--- src/rtl/controle_iluminacao.sv ---
// Lamp sequencer: button, infrared presence and auto-shutdown pulse drive the lamp and the timer enable.
// Optional long-press manual override is built when MANUAL_OVERRIDE_EN is defined.
module controle_iluminacao #(
  parameter int REARM_T      = 1000,
  parameter int LONG_PRESS_T = 3000
) (
  input  logic clk,
  input  logic rst,
  input  logic botao,
  input  logic infravermelho,
  input  logic C,
  output logic enable,
  output logic L,
  output logic override
);

`ifdef MANUAL_OVERRIDE_EN
  typedef enum logic [1:0] {
    APAGADA  = 2'b00,
    ACESA    = 2'b01,
    BLOQUEIO = 2'b10,
    FORCADA  = 2'b11
  } state_t;
`else
  typedef enum logic [1:0] {
    APAGADA  = 2'b00,
    ACESA    = 2'b01,
    BLOQUEIO = 2'b10
  } state_t;
`endif

  localparam logic [15:0] REARM_LAST = 16'(REARM_T - 1);
  localparam logic [15:0] LONG_LAST  = 16'(LONG_PRESS_T - 1);

  state_t      state, state_n;
  logic [15:0] rc, rc_n;
  logic [15:0] pc, pc_n;
  logic        botao_q;
  logic        edge_evt;
  logic        press;
  logic        long_press;

  always_ff @(posedge clk or posedge rst) begin
    if (rst) begin
      state   <= APAGADA;
      rc      <= '0;
      pc      <= '0;
      botao_q <= 1'b1;
    end else begin
      state   <= state_n;
      rc      <= rc_n;
      pc      <= pc_n;
      botao_q <= botao;
    end
  end

  // Button action: short presses act on release when the override is built,
  // otherwise on the rising edge (pc is then held at 0, so the qualifier always passes).
  always_comb begin
`ifdef MANUAL_OVERRIDE_EN
    edge_evt   = ~botao & botao_q;
    long_press = botao & (pc == LONG_LAST);
    if (!botao)
      pc_n = '0;
    else if (pc == 16'(LONG_PRESS_T))
      pc_n = pc;
    else
      pc_n = pc + 16'd1;
`else
    edge_evt   = botao & ~botao_q;
    long_press = 1'b0;
    pc_n       = '0;
`endif
    press = edge_evt & (pc < LONG_LAST);
  end

  always_comb begin
    state_n = state;
    rc_n    = rc;
    case (state)
      APAGADA: begin
        if (press || infravermelho)
          state_n = ACESA;
      end
      ACESA: begin
        if (press) begin
          state_n = APAGADA;
        end else if (C) begin
          state_n = BLOQUEIO;
          rc_n    = '0;
        end
      end
      BLOQUEIO: begin
        if (press) begin
          state_n = ACESA;
          rc_n    = '0;
        end else if (rc == REARM_LAST) begin
          state_n = APAGADA;
          rc_n    = '0;
        end else begin
          rc_n = rc + 16'd1;
        end
      end
`ifdef MANUAL_OVERRIDE_EN
      FORCADA: begin
        if (press)
          state_n = APAGADA;
      end
`endif
      default: begin
        state_n = APAGADA;
        rc_n    = '0;
      end
    endcase
`ifdef MANUAL_OVERRIDE_EN
    // A completed long press overrides everything except an existing override.
    if (long_press && state != FORCADA) begin
      state_n = FORCADA;
      rc_n    = '0;
    end
`endif
  end

  always_comb begin
    L        = 1'b0;
    enable   = 1'b0;
    override = 1'b0;
    case (state)
      ACESA: begin
        L      = 1'b1;
        enable = 1'b1;
      end
`ifdef MANUAL_OVERRIDE_EN
      FORCADA: begin
        L        = 1'b1;
        override = 1'b1;
      end
`endif
      default: begin
        L        = 1'b0;
        enable   = 1'b0;
        override = 1'b0;
      end
    endcase
  end

endmodule

--- config.mk ---
export PLATFORM = sky130hd
export DESIGN_NAME = controle_iluminacao
export DESIGN_NICKNAME = d
export VERILOG_FILES = /design/src/rtl/controle_iluminacao.sv
export SDC_FILE = /design/constraint.sdc
export NUM_CORES = 1
export LEC_CHECK = 0
export BUFFER_PORTS_ARGS = -buffer_cell sky130_fd_sc_hd__buf_2
export CAP_MARGIN = 10
export CORE_ASPECT_RATIO = 2
export CORE_MARGIN = 2
export CORE_UTILIZATION = 35
export DETAILED_ROUTE_END_ITERATION = 16
export SETUP_SLACK_MARGIN = 0.2
export SYNTH_ARGS = -nofsm -noshare
export SYNTH_HDL_FRONTEND = slang
export SYNTH_SLANG_ARGS = --single-unit
--- constraint.sdc ---
create_clock -name clk -period 2.1 [get_ports clk]
set_clock_uncertainty 0.1 [all_clocks]
set_input_delay 0.315 -clock clk [delete_from_list [all_inputs] [get_ports clk]]
set_output_delay 0.315 -clock clk [all_outputs]
set_load 0.02 [all_outputs]
==> results of run 1 <==
kinds of logic (layout without fill, tap and decap cells):
family	after synthesis	in the layout	share of synthesized area
compound gates	33	33	0.200
simple gates	43	43	0.288
fa+ha+maj	1	1	0.0111
buf+inv	12	23	0.0635
mux	1	1	0.00891
other cells	1	1	0.00334
flops	19	19	0.424
registers in the layout, summed over array words and instances (netlist names):
register and cells:
rc 16, state 2, botao_q 1
power groups by stage:
stage	logic (W)	registers (W)	clock network, W
6_report	0.000386	0.000448	0.000257
5_1_grt	0.000433	0.000452	0.000277
4_1_cts	0.000386	0.000445	0.000260
3_5_place_dp	0.000365	0.000449	0
3_3_place_gp	0.000364	0.000448	0
2_1_floorplan	0.000296	0.000440	0
placed cells by master, fill, tap and decap left out, types with 2 or more instances in the layout:
| master | n |
|---|---|
| buf_4 | 6 |
| or4b_1 | 4 |
| buf_2 | 6 |
| dfrtp_1 | 18 |
| and3_1 | 2 |
| inv_2 | 2 |
| o41ai_1 | 5 |
| o31ai_1 | 4 |
| o22ai_1 | 4 |
| nand3_1 | 7 |
| or4_1 | 4 |
| a31oi_1 | 3 |
| clkbuf_8 | 3 |
| a21oi_1 | 10 |
| nand4_1 | 3 |
| nand2_1 | 9 |
| inv_1 | 5 |
| a21oi_2 | 2 |
| o21ai_0 | 2 |
routing by layer:
layer,vias to the layer above,wire length [um]
li1,454,-
met1,470,929
met2,18,1510
met3,4,54
met4,0,47
met5,-,0
cell usage after synthesis:
library cell | n | share of area
mux2i_1 | 1 | 0.0089
a31oi_1 | 3 | 0.017
or4b_1 | 4 | 0.036
and3_1 | 2 | 0.011
a21boi_0 | 1 | 0.0067
nand3_2 | 1 | 0.0089
nor3_1 | 1 | 0.0045
nand2_1 | 9 | 0.030
inv_2 | 1 | 0.0033
or3_1 | 1 | 0.0056
inv_1 | 6 | 0.020
a21oi_2 | 2 | 0.016
nor4b_1 | 1 | 0.0078
nor3b_2 | 1 | 0.011
nand4_4 | 1 | 0.019
buf_4 | 2 | 0.013
nand4_1 | 3 | 0.017
and4_1 | 2 | 0.016
nor2b_1 | 1 | 0.0056
a31oi_2 | 1 | 0.011
or4b_4 | 1 | 0.012
o41ai_1 | 5 | 0.039
o31ai_1 | 4 | 0.027
ha_1 | 1 | 0.011
dfrtp_1 | 18 | 0.40
or3_2 | 1 | 0.0067
a32o_1 | 1 | 0.0089
clkbuf_8 | 1 | 0.012
o22ai_1 | 4 | 0.022
buf_6 | 1 | 0.010
o21ai_0 | 2 | 0.0089
or4_1 | 4 | 0.027
conb_1 | 1 | 0.0033
nand2b_4 | 1 | 0.012
dfstp_2 | 1 | 0.023
a21oi_1 | 10 | 0.045
nand3_1 | 7 | 0.031
nor4_4 | 1 | 0.019
buf_2 | 1 | 0.0045
nor4bb_1 | 1 | 0.0089
metrics by stage:
| stage | setup slack [ns] | cell area [um2] | std cells | utilization |
|---|---|---|---|---|
| finish | 0.211 | 1260 | 152 | 0.403 |
| global route | 0.143 | 1260 | 152 | 0.403 |
| CTS | 0.202 | 1240 | 151 | 0.398 |
| detailed placement | 0.144 | 1180 | 146 | 0.377 |
| global placement | 0.157 | 1180 | 146 | 0.377 |
| floorplan | 0.396 | 1120 | 110 | - |
path summary, 6_finish.rpt:
path                            to  slack [ns]  startpoint  cells after the start
setup reg to reg            rc[14]        0.21       rc[1]                      5
hold / removal               rc[0]        0.07         rst                      2
setup / recovery            rc[14]        0.21       rc[1]                      5
max in group asynchronous    rc[8]        1.36         rst                      2
hold reg to reg             rc[15]        0.46      rc[15]                      2
min in group clk           botao_q        0.09       botao                      1
critical path, cell delays in order (launching register included):
cell	delay (ns)
dfrtp_1	0.39
ha_2	0.23
and3_1	0.24
nand3_4	0.14
or4_1	0.50
a21oi_1	0.19
repair_timing:
item                                    in CTS  in global routing
endpoints found under the setup margin      13                 11
pin swaps                                    0                  2
gates resized for setup                      2                  3
cloned                                       0                  0
setup buffers                                1                  1
area by class of cell:
cell class                 instances  area (um2)
inverter                           7        26.3
timing repair buffer              12        75.1
fill                             324        1860
multi-input combinational         79         596
tap                               31        38.8
clock buffer                       4        45.0
sequential                        19         477
==> results.toml, run 1 <==
[clock_network]
root_buffer = "clkbuf_8"
clk_pin_slew_ns = 0.07
cts_tree = "yes"
clock_sinks = 19
clock_latency_ns = 0.25
ctsHoldBuffers = 0
cts_buffers = 3
h-tree-depth = 1
clockBufferDepth = 2

[flow_run]
cap_violations = 0

[global_route]
grt-ovfl-total = 0
grt_pass1_vias = 945
grt_max_degree = 23
grt_use_met3 = 0.0130
grt_pass1_wl_um = 4340
grt_use_total = 0.152
gr-usage-met2 = 0.291
use_met1 = 0.149
grt-busiest-layer = "met2"
antenna_found_initial = 0

[drt]
wl_per_cell_um = 16.7
drtIter0Drc = 31
dr_total_vias = 946
avgViaCountPerCell = 6.22
drc = 0
drt_wl_total_um = 2550
dr.pass1.iters = 4
ant_nets = 0

[synthesis]
synth-seq-area-share = 0.424
yosysWarnings = 0
avgSynthCellArea_um2 = 10.2
syn_nets = 116
synth.distinct_cells = 40
syn_area_mm2 = 0.00112
syn_inst = 110
ys_ff_latch = 19

[timing]
hold_violations = 0
rsz0062_at_grt = "yes"
fin_crit_sh = 0.899
post-route-min-period_ns = 1.89
setup_violations = 0
slew_headroom = 0.508
finalMaxSlewViolations = 0
max_freq_mhz = 529
max_slew.worst_pin.slew_ns = 0.738
hold_slack_ns = 0.0726
tns_ns = 0

[cells_and_area]
drive_gt1_frac = 0.248
syn_to_final_growth_pct = 11.9
nets = 128
diodes = 0

[floorplanning]
num_rows = 29
chipHeight_um = 84.1
die-area_mm2 = 0.00371
die_w_um = 44.1
start_util = 0.360
core-area_mm2 = 0.00312
pin_count = 8

[power_and_ir_drop]
power_w = 0.00109
power_leakage_nw = 0.496
p_comb_frac = 0.354
internal-power_w = 0.000677
seqPwrFrac = 0.410
p_sw_w = 0.000414
ir_drop_mv = 0.564
sw_frac_of_total = 0.379
p_per_area_mw_per_mm2 = 868
p_clk_frac = 0.236

[critical_path]
worstSetupPathType = "flip-flop to flip-flop"
worst_setup_path_start_kind = "flip-flop"
crit_required_ns = 2.17
cp-end-kind = "flip-flop"
cp_max_fo = 10
arrival_ns = 1.96

[place]
port_buffers = 6
place_hpwl_um = 1880
place.gp.congestion = 0.778

[worst_hold_path]
worst_hold_path_type = "input port to asynchronous set/reset pin"

[outcome]
status = "completed"
Note: power is estimated with default switching activity, not from simulation.
==> run 2: changes to the inputs <==
--- a/config.mk
+++ b/config.mk
@@ -8,7 +8,6 @@
 export BUFFER_PORTS_ARGS = -buffer_cell sky130_fd_sc_hd__buf_2
 export CAP_MARGIN = 10
 export CORE_ASPECT_RATIO = 2
-export CORE_MARGIN = 2
 export CORE_UTILIZATION = 35
 export DETAILED_ROUTE_END_ITERATION = 16
 export SETUP_SLACK_MARGIN = 0.2
==> constraint.sdc (replaced) <==
create_clock -name clk -period 1.75 [get_ports clk]
set_clock_uncertainty 0.1 [all_clocks]
set_input_delay 0.2625 -clock clk [delete_from_list [all_inputs] [get_ports clk]]
set_output_delay 0.2625 -clock clk [all_outputs]
set_load 0.02 [all_outputs]
==> run 2 against run 1 <==
  * The run now ends with negative setup slack left
  * Design area is 32% higher
  * Total power is 60% higher
  * Sequential share of layout area down 8.8 points
  * Via count is 25% higher
  * Cell count up 19%
  * Clock-buffer cell count fell by 1
  * Register-to-register slack worse by 0.30 ns
  * Sequential cell count did not move
  * Core utilization is 15 points higher
  * Critical path type unchanged
  * Critical endpoint is now rc[11]
  * Die area shrank 6.8%
  * Worst hold slack got worse by 0.038 ns
==> results.toml, run 2 (same netlist as run 1, synthesis figures left out) <==
[outcome]
status = "finished, violations left"
violations = "negative setup slack"

[timing]
finalMaxSlewViolations = 0
hold_violations = 0
post-route-min-period_ns = 1.84
setup_slack_ns = -0.0922
rsz0062_at_grt = "yes"
setup_violations = 10
fin_crit_sh = 1.05
max_freq_mhz = 543

[drt]
avgViaCountPerCell = 6.55
drc = 0
ant_nets = 0
wl_per_cell_um = 18.8
dr.pass1.iters = 4
drtIter0Drc = 68
drt_wl_total_um = 3410
dr_total_vias = 1185

[cells_and_area]
instances_no_fill = 181
layout_commonest_cell = "buf_4"
regMostFlops = "rc"
reg_top3 = "rc: 16 flops, state: 2 flops, botao_q: 1 flops"
post-route-util = 0.549
largest_reg_flops = 16
multi_input_area_um2 = 738
nets = 158
diodes = 0
fill_cells = 250
syn_to_final_growth_pct = 47.2
mostFrequentLayoutCells = "buf_4 (26), dfrtp_1 (14), a21oi_1 (8)"
drive_gt1_frac = 0.483
seqCellArea_um2 = 482
postLayoutCellArea_mm2 = 0.00165

[critical_path]
reg2reg_slack_ns = -0.09
cp-end-kind = "flip-flop"
path_buf_inv = 1
critPathCapture = "rc[11]"
arrival_ns = 1.87
worstReg2RegEnd = "rc[11]"
slowest_delay_ns = 0.48
path_cells = "buf_6 -> and3_1 -> nand3_1 -> o41ai_1 -> a21oi_1"
cp_max_fo = 6
startpoint = "rc[1]"
rr_worst_depth = 5
path_delay_family = "compound AO/OA/AOI/OAI gates"
slowest_stage = "o41ai_1"
worstSetupPathType = "flip-flop to flip-flop"
crit_required_ns = 1.78
critical_path_depth = 5
worstReg2RegStart = "rc[1]"
worst_setup_path_start_kind = "flip-flop"

[global_route]
antenna_found_initial = 0
grt-ovfl-total = 0
grt_use_total = 0.195
grt_pass1_vias = 1057
grt_pass1_wl_um = 5050
grt_max_degree = 20

[power_and_ir_drop]
p_per_area_mw_per_mm2 = 1060
ir_drop_mv = 1.09
power_leakage_nw = 0.658

[place]
port_buffers = 6
place_hpwl_um = 1950
place.gp.congestion = 0.814
placed_cell_area_mm2 = 0.00135
dp_cells = 163

[flow_run]
cap_violations = 0

[clock_network]
root_buffer = "clkbuf_8"
clock_latency_ns = 0.26
h-tree-depth = 1
clock_sinks = 19
clk_pin_slew_ns = 0.08
cts_tree = "yes"
cts_buffers = 3
clockBufferDepth = 2

[floorplanning]
start_util = 0.373
core-area_mm2 = 0.00301
chipHeight_um = 82.1
die_w_um = 42.1
die-area_mm2 = 0.00345
num_rows = 28
pin_count = 8

[worst_hold_path]
worst_hold_path_type = "input port to flip-flop"
[run 2: area by class of cell]
| type | instances | share of cell area |
|---|---|---|
| Multi-Input combinational cell | 82 | 0.446 |
| Sequential cell | 19 | 0.291 |
| Timing Repair Buffer | 39 | 0.196 |
| Clock buffer | 3 | 0.0250 |
| Tap cell | 30 | 0.0227 |
| Inverter | 7 | 0.0159 |
| Clock inverter | 1 | 0.00303 |
[run 2: metrics by stage]
step | setup TNS (ns) | worst slack (ns) | total power (W) | hold WS, ns
finish | -0.427 | -0.0922 | 0.00175 | 0.0344
global route | -1.24 | -0.174 | 0.00184 | 0.0254
CTS | 0 | 0.0338 | 0.00161 | 0.0311
detailed placement | 0 | 0.0235 | 0.00105 | 0.208
global placement | 0 | 0.0336 | 0.00103 | 0.195
floorplan | 0 | 0.127 | 0.000916 | 0.113
[run 2: worst min path at each step]
stage,start,to,depth (start not counted)
floorplan,rst,rc[0],1
CTS,botao,botao_q,1
finish,botao,botao_q,1
global placement,rst,rc[2],3
global route,botao,botao_q,1
detailed placement,rst,rc[2],3
[run 2: worst register-to-register path, delay by kind of cell (launching register included)]
family / cells / cell delay, ns
simple gates: 2 / 0.49
buf+inv: 1 / 0.12
compound gates: 2 / 0.62
flops: 1 / 0.38
[run 2: where the power goes]
group	switching, W	leakage, nW	internal (W)	total [W]
registers	0.000111	0.253	0.000489	0.000601
logic	0.000421	0.380	0.000416	0.000836
clock network	0.000155	0.0255	0.000158	0.000313
[run 2: per-layer routing]
layer,global-route usage,part of all wire
met1,0.214,0.37
met2,0.352,0.53
met3,0.0196,0.032
met4,0.128,0.065
met5,0,0
[run 2: what timing repair did]
action	CTS	global route
hold buffers	1	0
resized for setup	8	20
gates cloned	3	0
hold endpoints to repair	18	0
endpoints found under the setup margin	18	19
pin swaps	10	4
buffers inserted	8	2
